===== src/rtl/jtframe_draw_pkg.sv =====
// Shared definitions for the tile line drawer: FSM states, tile geometry and pixel extraction.
// Latency: n/a (types and pure functions only).
// Backpressure: n/a.
//
// Contents:
//   state_t   - drawer FSM encoding (IDLE, FETCH, SHIFT)
//   draw_yw   - row-index width for a given tile edge
//   draw_pxl  - 4bpp pixel taken from the packed 32-bit shifter
package jtframe_draw_pkg;

   typedef enum logic [1:0] {
      ST_IDLE  = 2'd0,
      ST_FETCH = 2'd1,
      ST_SHIFT = 2'd2
   } state_t;

   localparam int WORD_PXL = 8;   // pixels packed in one 32-bit ROM word

   function automatic int draw_yw(input int size);
      return $clog2(size);
   endfunction

   // The four bit planes of a word sit one per byte, so pixel n uses bit n
   // of every byte. With hflip the shifter runs left and pixel 7 comes first.
   function automatic logic [3:0] draw_pxl(input logic [31:0] s, input logic hflip);
      return hflip ? {s[23], s[7], s[31], s[15]} : {s[16], s[0], s[24], s[8]};
   endfunction

endpackage


===== src/rtl/jtframe_draw_shift.sv =====
// 32-bit load/shift register that presents one 4bpp pixel per cycle.
// Latency: pixel reflects the loaded word the cycle after load; shift advances one pixel per cycle.
// Backpressure: none, load has priority over shift.
//
// Ports:
//   rst, clk - asynchronous active-high reset, clock
//   load     - capture data
//   data     - packed ROM word
//   shift    - advance one pixel (left when hflip, else right)
//   hflip    - direction / extraction select
//   pxl      - current 4-bit pixel
module jtframe_draw_shift
   import jtframe_draw_pkg::*;
(
   input  logic        rst,
   input  logic        clk,
   input  logic        load,
   input  logic [31:0] data,
   input  logic        shift,
   input  logic        hflip,
   output logic [3:0]  pxl
);

   logic [31:0] s_q, s_d;

   always_comb begin
      s_d = s_q;
      if (load)
         s_d = data;
      else if (shift)
         s_d = hflip ? {s_q[30:0], 1'b0} : {1'b0, s_q[31:1]};
   end

   always_ff @(posedge clk or posedge rst) begin
      if (rst)
         s_q <= '0;
      else
         s_q <= s_d;
   end

   assign pxl = draw_pxl(s_q, hflip);

endmodule


===== src/rtl/jtframe_draw_gen.sv =====
// Draws one row of a SIZE x SIZE 4bpp tile into a line buffer, fetching eight pixels per ROM word.
// Latency: first write 3 cycles after draw is accepted; 10 cycles per word with rom_ok high; done after last write.
// Backpressure: rom_ok low stretches FETCH; draw is ignored while busy (no queueing).
//
// Ports:
//   rst, clk           - asynchronous active-high reset, clock
//   draw / busy / done - start request (sampled when idle), line in progress, end-of-line pulse
//   code, xpos, ysub   - tile code, first buffer address, row inside tile
//   hflip, vflip, pal  - flips and palette bits (latched on accept)
//   rom_addr, rom_cs   - 32-bit word address and request, rom_addr stable while rom_cs=1
//   rom_ok, rom_data   - data valid and packed pixels
//   buf_addr, buf_we, buf_din - line-buffer write port, din = {pal, pixel}
module jtframe_draw_gen
   import jtframe_draw_pkg::*;
#(
   parameter int         CW    = 12,
   parameter int         PW    = 8,
   parameter int         SIZE  = 16,
   parameter int         XW    = 9,
   parameter int         TRANS = 1,
   parameter logic [3:0] TPEN  = 4'hf
)(
   input  logic                          rst,
   input  logic                          clk,
   input  logic                          draw,
   output logic                          busy,
   output logic                          done,
   input  logic [CW-1:0]                 code,
   input  logic [XW-1:0]                 xpos,
   input  logic [$clog2(SIZE)-1:0]       ysub,
   input  logic                          hflip,
   input  logic                          vflip,
   input  logic [PW-5:0]                 pal,
   output logic [CW+2*$clog2(SIZE)-4:0]  rom_addr,
   output logic                          rom_cs,
   input  logic                          rom_ok,
   input  logic [31:0]                   rom_data,
   output logic [XW-1:0]                 buf_addr,
   output logic                          buf_we,
   output logic [PW-1:0]                 buf_din
);

   localparam int YW  = draw_yw(SIZE);
   localparam int NW  = SIZE / WORD_PXL;
   // word-index width; a single-word tile keeps a 1-bit index that never moves
   localparam int WWE = (YW > 3) ? YW - 3 : 1;
   localparam logic [WWE-1:0] WLAST = WWE'(NW - 1);
   localparam logic [WWE-1:0] WZERO = '0;
   localparam logic           TR    = (TRANS != 0);

   state_t          state_q;
   logic            busy_q, done_q, rom_cs_q, first_q, hflip_q;
   logic [CW-1:0]   code_q;
   logic [YW-1:0]   ysubf_q;
   logic [PW-5:0]   pal_q;
   logic [XW-1:0]   buf_addr_q;
   logic [WWE-1:0]  widx_q;
   logic [2:0]      cnt_q;
   logic [3:0]      pxl;
   logic            load;

   // The first FETCH cycle after an address change may still see rom_ok
   // from the previous word, so it is never used to capture data.
   assign load = (state_q == ST_FETCH) && !first_q && rom_ok;

   always_ff @(posedge clk or posedge rst) begin
      if (rst) begin
         state_q    <= ST_IDLE;
         busy_q     <= 1'b0;
         done_q     <= 1'b0;
         rom_cs_q   <= 1'b0;
         first_q    <= 1'b0;
         hflip_q    <= 1'b0;
         code_q     <= '0;
         ysubf_q    <= '0;
         pal_q      <= '0;
         buf_addr_q <= '0;
         widx_q     <= '0;
         cnt_q      <= '0;
      end else begin
         done_q <= 1'b0;
         case (state_q)
            ST_IDLE: begin
               if (draw) begin
                  code_q     <= code;
                  ysubf_q    <= ysub ^ {YW{vflip}};
                  hflip_q    <= hflip;
                  pal_q      <= pal;
                  buf_addr_q <= xpos;
                  widx_q     <= hflip ? WLAST : WZERO;
                  rom_cs_q   <= 1'b1;
                  busy_q     <= 1'b1;
                  first_q    <= 1'b1;
                  state_q    <= ST_FETCH;
               end
            end
            ST_FETCH: begin
               first_q <= 1'b0;
               if (load) begin
                  rom_cs_q <= 1'b0;
                  cnt_q    <= 3'd0;
                  state_q  <= ST_SHIFT;
               end
            end
            ST_SHIFT: begin
               // address advances on every pixel, written or transparent
               buf_addr_q <= buf_addr_q + 1'b1;
               cnt_q      <= cnt_q + 1'b1;
               if (cnt_q == 3'd7) begin
                  if (widx_q != (hflip_q ? WZERO : WLAST)) begin
                     widx_q   <= hflip_q ? widx_q - 1'b1 : widx_q + 1'b1;
                     rom_cs_q <= 1'b1;
                     first_q  <= 1'b1;
                     state_q  <= ST_FETCH;
                  end else begin
                     busy_q  <= 1'b0;
                     done_q  <= 1'b1;
                     state_q <= ST_IDLE;
                  end
               end
            end
            default: state_q <= ST_IDLE;
         endcase
      end
   end

   generate
      if (SIZE == 8) begin : g_addr_one
         assign rom_addr = {code_q, ysubf_q[2:0]};
      end else begin : g_addr_multi
         assign rom_addr = {code_q, ysubf_q[YW-1:3], widx_q, ysubf_q[2:0]};
      end
   endgenerate

   jtframe_draw_shift u_shift (
      .rst   (rst),
      .clk   (clk),
      .load  (load),
      .data  (rom_data),
      .shift (state_q == ST_SHIFT),
      .hflip (hflip_q),
      .pxl   (pxl)
   );

   assign busy     = busy_q;
   assign done     = done_q;
   assign rom_cs   = rom_cs_q;
   assign buf_addr = buf_addr_q;
   assign buf_we   = (state_q == ST_SHIFT) && !(TR && (pxl == TPEN));
   assign buf_din  = {pal_q, pxl};

endmodule


===== config.mk =====
export PLATFORM = sky130hd
export DESIGN_NAME = jtframe_draw_gen
export DESIGN_NICKNAME = d
export VERILOG_FILES = /design/src/rtl/jtframe_draw_pkg.sv /design/src/rtl/jtframe_draw_shift.sv /design/src/rtl/jtframe_draw_gen.sv
export SDC_FILE = /design/constraint.sdc
export NUM_CORES = 1
export LEC_CHECK = 0
export CAP_MARGIN = 20
export CELL_PAD_IN_SITES_DETAIL_PLACEMENT = 1
export CELL_PAD_IN_SITES_GLOBAL_PLACEMENT = 2
export CORE_MARGIN = 5
export CORE_UTILIZATION = 31
export CTS_CLUSTER_SIZE = 8
export DETAILED_ROUTE_END_ITERATION = 8
export HOLD_SLACK_MARGIN = 0.05
export PLACE_DENSITY_LB_ADDON = 0.1
export SLEW_MARGIN = 20
export SYNTH_ARGS = -nofsm -noshare
export SYNTH_HDL_FRONTEND = slang
export SYNTH_SLANG_ARGS = --single-unit

===== constraint.sdc =====
create_clock -name clk -period 4.6 [get_ports clk]
set_clock_uncertainty 0.05 [all_clocks]
set_input_delay 1.15 -clock clk [delete_from_list [all_inputs] [get_ports clk]]
set_output_delay 1.15 -clock clk [all_outputs]
set_load 0.03 [all_outputs]

==> results of run 1 <==
==> final cells by class <==
cell class / count / area share
flip-flops and latches: 72 / 0.359
multi-input cells: 247 / 0.311
repair buffers: 112 / 0.219
clock buffers: 11 / 0.0503
well taps: 143 / 0.0356
clock inverters: 5 / 0.0204
inverters: 6 / 0.00448
==> registers in the layout (all words and copies together), names as in the netlist <==
name         count
u_shift.s_q     32
code_q          12
buf_addr         9
pal_q            4
ysubf_q          4
cnt_q            3
state_q          2
busy             1
done             1
first_q          1
hflip_q          1
rom_cs           1
widx_q           1
==> power breakdown <==
group	total, uW	switching (uW)	internal, uW
logic	1670	918	752
clock network	830	271	559
registers	1230	309	923
total	3730	1500	2230
==> tightest hold or removal path: stages, from the launching register on <==
cell and delay (ps):
dfrtp_1 340, nand2_1 50, nand2_1 60
==> through the flow <==
| stage | power, uW | area [um2] | setup slack, ps | utilization |
|---|---|---|---|---|
| 6_report | 3730 | 5020 | 1130 | 0.446 |
| 5_1_grt | 4000 | 5020 | 995 | 0.446 |
| 4_1_cts | 3780 | 5020 | 1110 | 0.446 |
| 3_5_place_dp | 2930 | 4670 | 1350 | 0.414 |
| 3_3_place_gp | 2880 | 4670 | 1390 | 0.414 |
| 2_1_floorplan | 2300 | 3520 | 1410 | - |
==> logic make-up after synthesis <==
kind of cell | after synthesis | share of synthesized area
and+or+nand+nor | 141 | 0.182
AOI/OAI and AO/OA | 73 | 0.163
xor gates and xnor gates | 5 | 0.0124
buffers and inverters | 33 | 0.0484
DFF | 72 | 0.512
muxes | 25 | 0.0715
adders and majority gates | 3 | 0.0107
==> cells in the mapped netlist, types with 3 or more instances <==
cell type / instances
o21ai_0: 11
nand3_1: 10
nor2_1: 28
clkbuf_1: 8
buf_2: 13
inv_1: 6
a221o_1: 31
ha_1: 3
dfrtp_1: 72
nand2b_1: 8
buf_6: 3
or4_1: 3
xnor2_1: 4
nand2_1: 75
o211ai_1: 6
mux2i_1: 24
a21oi_1: 11
==> layer usage <==
metal  part of all wire  vias up  track usage
met1               0.48     1535        0.229
met5                  0        -            0
met3              0.044       15       0.0280
li1                   -     1449            -
met4              0.016        0       0.0528
met2               0.46       74        0.260
==> final timing paths <==
kind	startpoint	end	slack, ps	cells past startpoint
worst max-delay path	hflip_q	buf_we	1130	4
worst min-delay path	pal_q[1]	pal_q[1]	430	2
worst max register to register	state_q[1]	u_shift.s_q[10]	2400	5
worst min register to register	pal_q[1]	pal_q[1]	430	2
max in group asynchronous	rst	buf_addr[3]	2490	3
min in group asynchronous	rst	u_shift.s_q[11]	1220	2
==> flow_summary.json, run 1 <==
{
  "synth_top_area_frac": 0.512,
  "clock_path_buffers": 2,
  "post-route-period-util": 0.753,
  "antenna_cells": 0,
  "synth_edf_count": 0,
  "cts_root_buf": "clkbuf_16",
  "wirelength_mm": 10.7,
  "crit_slowest_cell": "dfrtp_2",
  "fp.dieW_um": 117,
  "multi_input_area_um2": 1560,
  "start_util": 0.312,
  "placed_cells": 580,
  "coreArea_um2": 11300,
  "vias": 3073,
  "layout_common_cells": "clkdlybuf4s50_1 (104), nand2_1 (75), dfrtp_1 (71)",
  "syn-cell-area_um2": 3520,
  "finalHoldViolations": 0,
  "ctsHtreeMaxLevel": 3,
  "grtUsageTotal": 0.164,
  "die_h_um": 117,
  "yosysTopAreaCell": "dfrtp_1",
  "layout_commonest_cell": "clkdlybuf4s50_1",
  "nets": 518,
  "place_hpwl_mm": 7.46,
  "yosysWarnings": 0,
  "dr.pass1.iters": 4,
  "powerDensity_nw_per_um2": 743,
  "area_delta_synth_final_pct": 42.7,
  "worst_pin_slew_ps": 684,
  "dominantRegCellSynth": "dfrtp_1",
  "worstPathArrival_ps": 2270,
  "clock.fmax_mhz": 289,
  "boundaryPins": 105,
  "async_flop_share": 1.00,
  "clk_latency_ps": 330,
  "seqCellArea_um2": 1800,
  "max_cap_viol_count": 0,
  "cp_top_family": "flip-flops",
  "cp.required_ps": 3400,
  "hold_class": "reg2reg",
  "grt_max_degree": 45,
  "vias_per_cell": 5.16,
  "cts_tree": "done",
  "drtAntennaViolNets": 0,
  "grt_pass1_vias": 3372,
  "postCtsSetupRepairBufs": 0,
  "fin_cells": 596,
  "setup_viol": 0,
  "grt_pass1_wl_mm": 17.4,
  "p_leak_uw": 0.00217,
  "finalCriticalPeriod_ps": 3470,
  "place_congestion": 0.761,
  "setup_tns_ps": 0,
  "cts_resized": 0,
  "antenna_found_initial": 0,
  "n_fill_cell": 1293,
  "cts_buffers": 9,
  "finalMaxSlewViolations": 0,
  "drive_gt1_frac": 0.0684,
  "synthTopCellsByArea": "dfrtp_1 (51%), a221o_1 (8.8%), nand2_1 (8.0%)",
  "drt_iter0_drc": 187,
  "crit_buf_inv": 1,
  "syn_inst": 352,
  "avgSynthCellArea_um2": 10.0,
  "overflow": 0,
  "syn_nets": 422,
  "worst-setup-path-type": "reg2out",
  "ir_drop_v": 0.000269,
  "rsz0062_at_grt": "no",
  "cp-start-kind": "flop",
  "path_clk_slew_ps": 50,
  "synth.distinct_cells": 44,
  "ys_seq_area_frac": 0.512,
  "cp-end-kind": "output port",
  "slowest_delay_ps": 720,
  "cp_max_fo": 27,
  "routedWlPerCell_um": 18.0,
  "rows": 39,
  "ys_ff_latch": 72,
  "cts_sinks": 72,
  "drc": 0,
  "dieArea_um2": 13600,
  "relSlewSlack": 0.543,
  "path_cells": "nand2b_1, nand2_1, a41oi_1, clkdlybuf4s50_1",
  "hold_buffers": 0,
  "whs_ps": 428,
  "status": "finished, final reports clean",
  "io_buffers": 104
}
Note: power is estimated with default switching activity, not from simulation.
==> run 2: changes to the inputs <==
- CORE_UTILIZATION: 31 -> 26
- clock period: 4.6 -> 2.9 ns (I/O delays scaled with it)
==> flow_summary.json, run 2 (synthesized netlist as in run 1, its figures left out) <==
{
  "status": "finished, final reports clean",
  "place_hpwl_mm": 7.66,
  "worstPathArrival_ps": 1920,
  "p_leak_uw": 0.00217,
  "slowest_delay_ps": 730,
  "dr.pass1.iters": 4,
  "drt_iter0_drc": 151,
  "finalCriticalPeriod_ps": 2690,
  "min_path_cells": 2,
  "cp-end-kind": "output port",
  "finalMaxSlewViolations": 0,
  "clock_path_buffers": 2,
  "path_cells": "nand2_1, o21ai_0, clkdlybuf4s50_1",
  "routedWlPerCell_um": 17.5,
  "clk_latency_ps": 350,
  "crit_slowest_cell": "clkdlybuf4s50_1",
  "grt_pass1_vias": 3352,
  "timing.rr.end": "u_shift.s_q[13]",
  "drc": 0,
  "layout_common_cells": "clkdlybuf4s50_1 (102), nand2_1 (75), dfrtp_1 (71)",
  "postCtsSetupRepairBufs": 0,
  "r2r_slack_ps": 780,
  "rows": 42,
  "coreArea_um2": 13200,
  "wirelength_mm": 11.1,
  "grtUsageTotal": 0.144,
  "finalHoldViolations": 0,
  "cts_tree": "done",
  "cp-start-kind": "flop",
  "worst_pin_slew_ps": 791,
  "post-route-period-util": 0.929,
  "overflow": 0,
  "cp_top_family": "buffers and inverters",
  "power.total_uw": 5690,
  "powerDensity_nw_per_um2": 1130,
  "die_h_um": 126,
  "clock.fmax_mhz": 371,
  "layout_commonest_cell": "clkdlybuf4s50_1",
  "antenna_cells": 0,
  "hold_class": "reg2reg",
  "setup_viol": 0,
  "top_register": "u_shift.s_q",
  "drive_gt1_frac": 0.0658,
  "holdPathEnd": "code_q[8]",
  "start_util": 0.266,
  "drtAntennaViolNets": 0,
  "cts_sinks": 72,
  "worstRegToRegCells": 4,
  "cp.required_ps": 2120,
  "place_congestion": 0.728,
  "relSlewSlack": 0.472,
  "crit_buf_inv": 1,
  "hp-start": "code_q[8]",
  "fp.dieW_um": 126,
  "setup_tns_ps": 0,
  "vias": 3100,
  "rsz0062_at_grt": "no",
  "vias_per_cell": 4.91,
  "n_fill_cell": 1517,
  "cp_max_fo": 17,
  "grt_max_degree": 45,
  "ir_drop_v": 0.000482,
  "grt_pass1_wl_mm": 18.3,
  "max_cap_viol_count": 0,
  "cts_root_buf": "clkbuf_16",
  "cts_buffers": 9,
  "area_delta_synth_final_pct": 42.8,
  "worst-setup-path-type": "reg2out",
  "largest_reg_flops": 32,
  "io_buffers": 104,
  "nets": 522,
  "ctsHtreeMaxLevel": 3,
  "dieArea_um2": 16000,
  "path_clk_slew_ps": 60,
  "rr_startpoint": "state_q[0]",
  "antenna_found_initial": 0,
  "boundaryPins": 105
}
==> run 2: cell count changes in the layout (fill, tap and decap cells not counted), sizes merged <==
cell           previous run  this run
clkdlybuf4s50           104       102
clkinv                    1         0
bufinv                    3         0
clkbuf                   11        15
dlymetal6s2s              0         1
buf                       8        13
clkinvlp                  1         0
==> run 2: worst min-delay path, delay by kind of cell (launching register included) <==
family	cells	cell delay, ps
flip-flops	1	340
AND/OR/NAND/NOR	2	100
==> run 2: routing by layer <==
metal  global-route usage  up-vias  share of wire
met4               0.0379        0          0.013
met3               0.0530       12          0.056
met2                0.228       74           0.47
met1                0.187     1555           0.46
li1                     -     1459              -
met5                    0        -              0
==> run 2: per-stage QoR <==
stage               area, um2   util  setup slack (ps)  instances  hold slack (ps)
finish                   5020  0.379               207        632              423
global placement         4750  0.359               462        617              406
CTS                      5020  0.379              54.2        632              429
global route             5020  0.379               110        632              448
floorplan                3520      -               134        352              417
detailed placement       4750  0.359               433        617              416
==> run 2: cell type report <==
type | count | area [um2] | area share
Multi-Input combinational cell | 247 | 1570 | 0.312
Tap cell | 176 | 220 | 0.0438
Inverter | 6 | 22.5 | 0.00448
Clock buffer | 15 | 268 | 0.0533
Timing Repair Buffer | 116 | 1140 | 0.228
Sequential cell | 72 | 1800 | 0.359
==> run 2: power by group <==
group,leakage [uW],total [uW],switching (uW),internal (uW)
combinational,0.00115,2740,1520,1220
clock,0.000130,1040,417,623
sequential,0.000892,1910,442,1470
==> run 2: worst max-delay path by stage <==
stage                      end     from  cells past startpoint
global route        buf_din[2]  hflip_q                      3
CTS                 buf_din[1]  hflip_q                      4
global placement    buf_din[1]  hflip_q                      4
finish              buf_din[2]  hflip_q                      3
floorplan               buf_we  hflip_q                      4
detailed placement  buf_din[1]  hflip_q                      4
==> run 2: timing repair <==
| action | CTS | global route |
|---|---|---|
| gates resized for setup | 0 | 1 |
| setup endpoints to repair | 0 | 1 |
| endpoints found under the hold margin | 0 | 0 |
| hold buffers | 0 | 0 |
==> run 3: changes to the inputs <==
- CTS_CLUSTER_DIAMETER: default -> 120
==> results of run 3 <==
The final DEF is identical to that of run 2; final timing and power are the same.
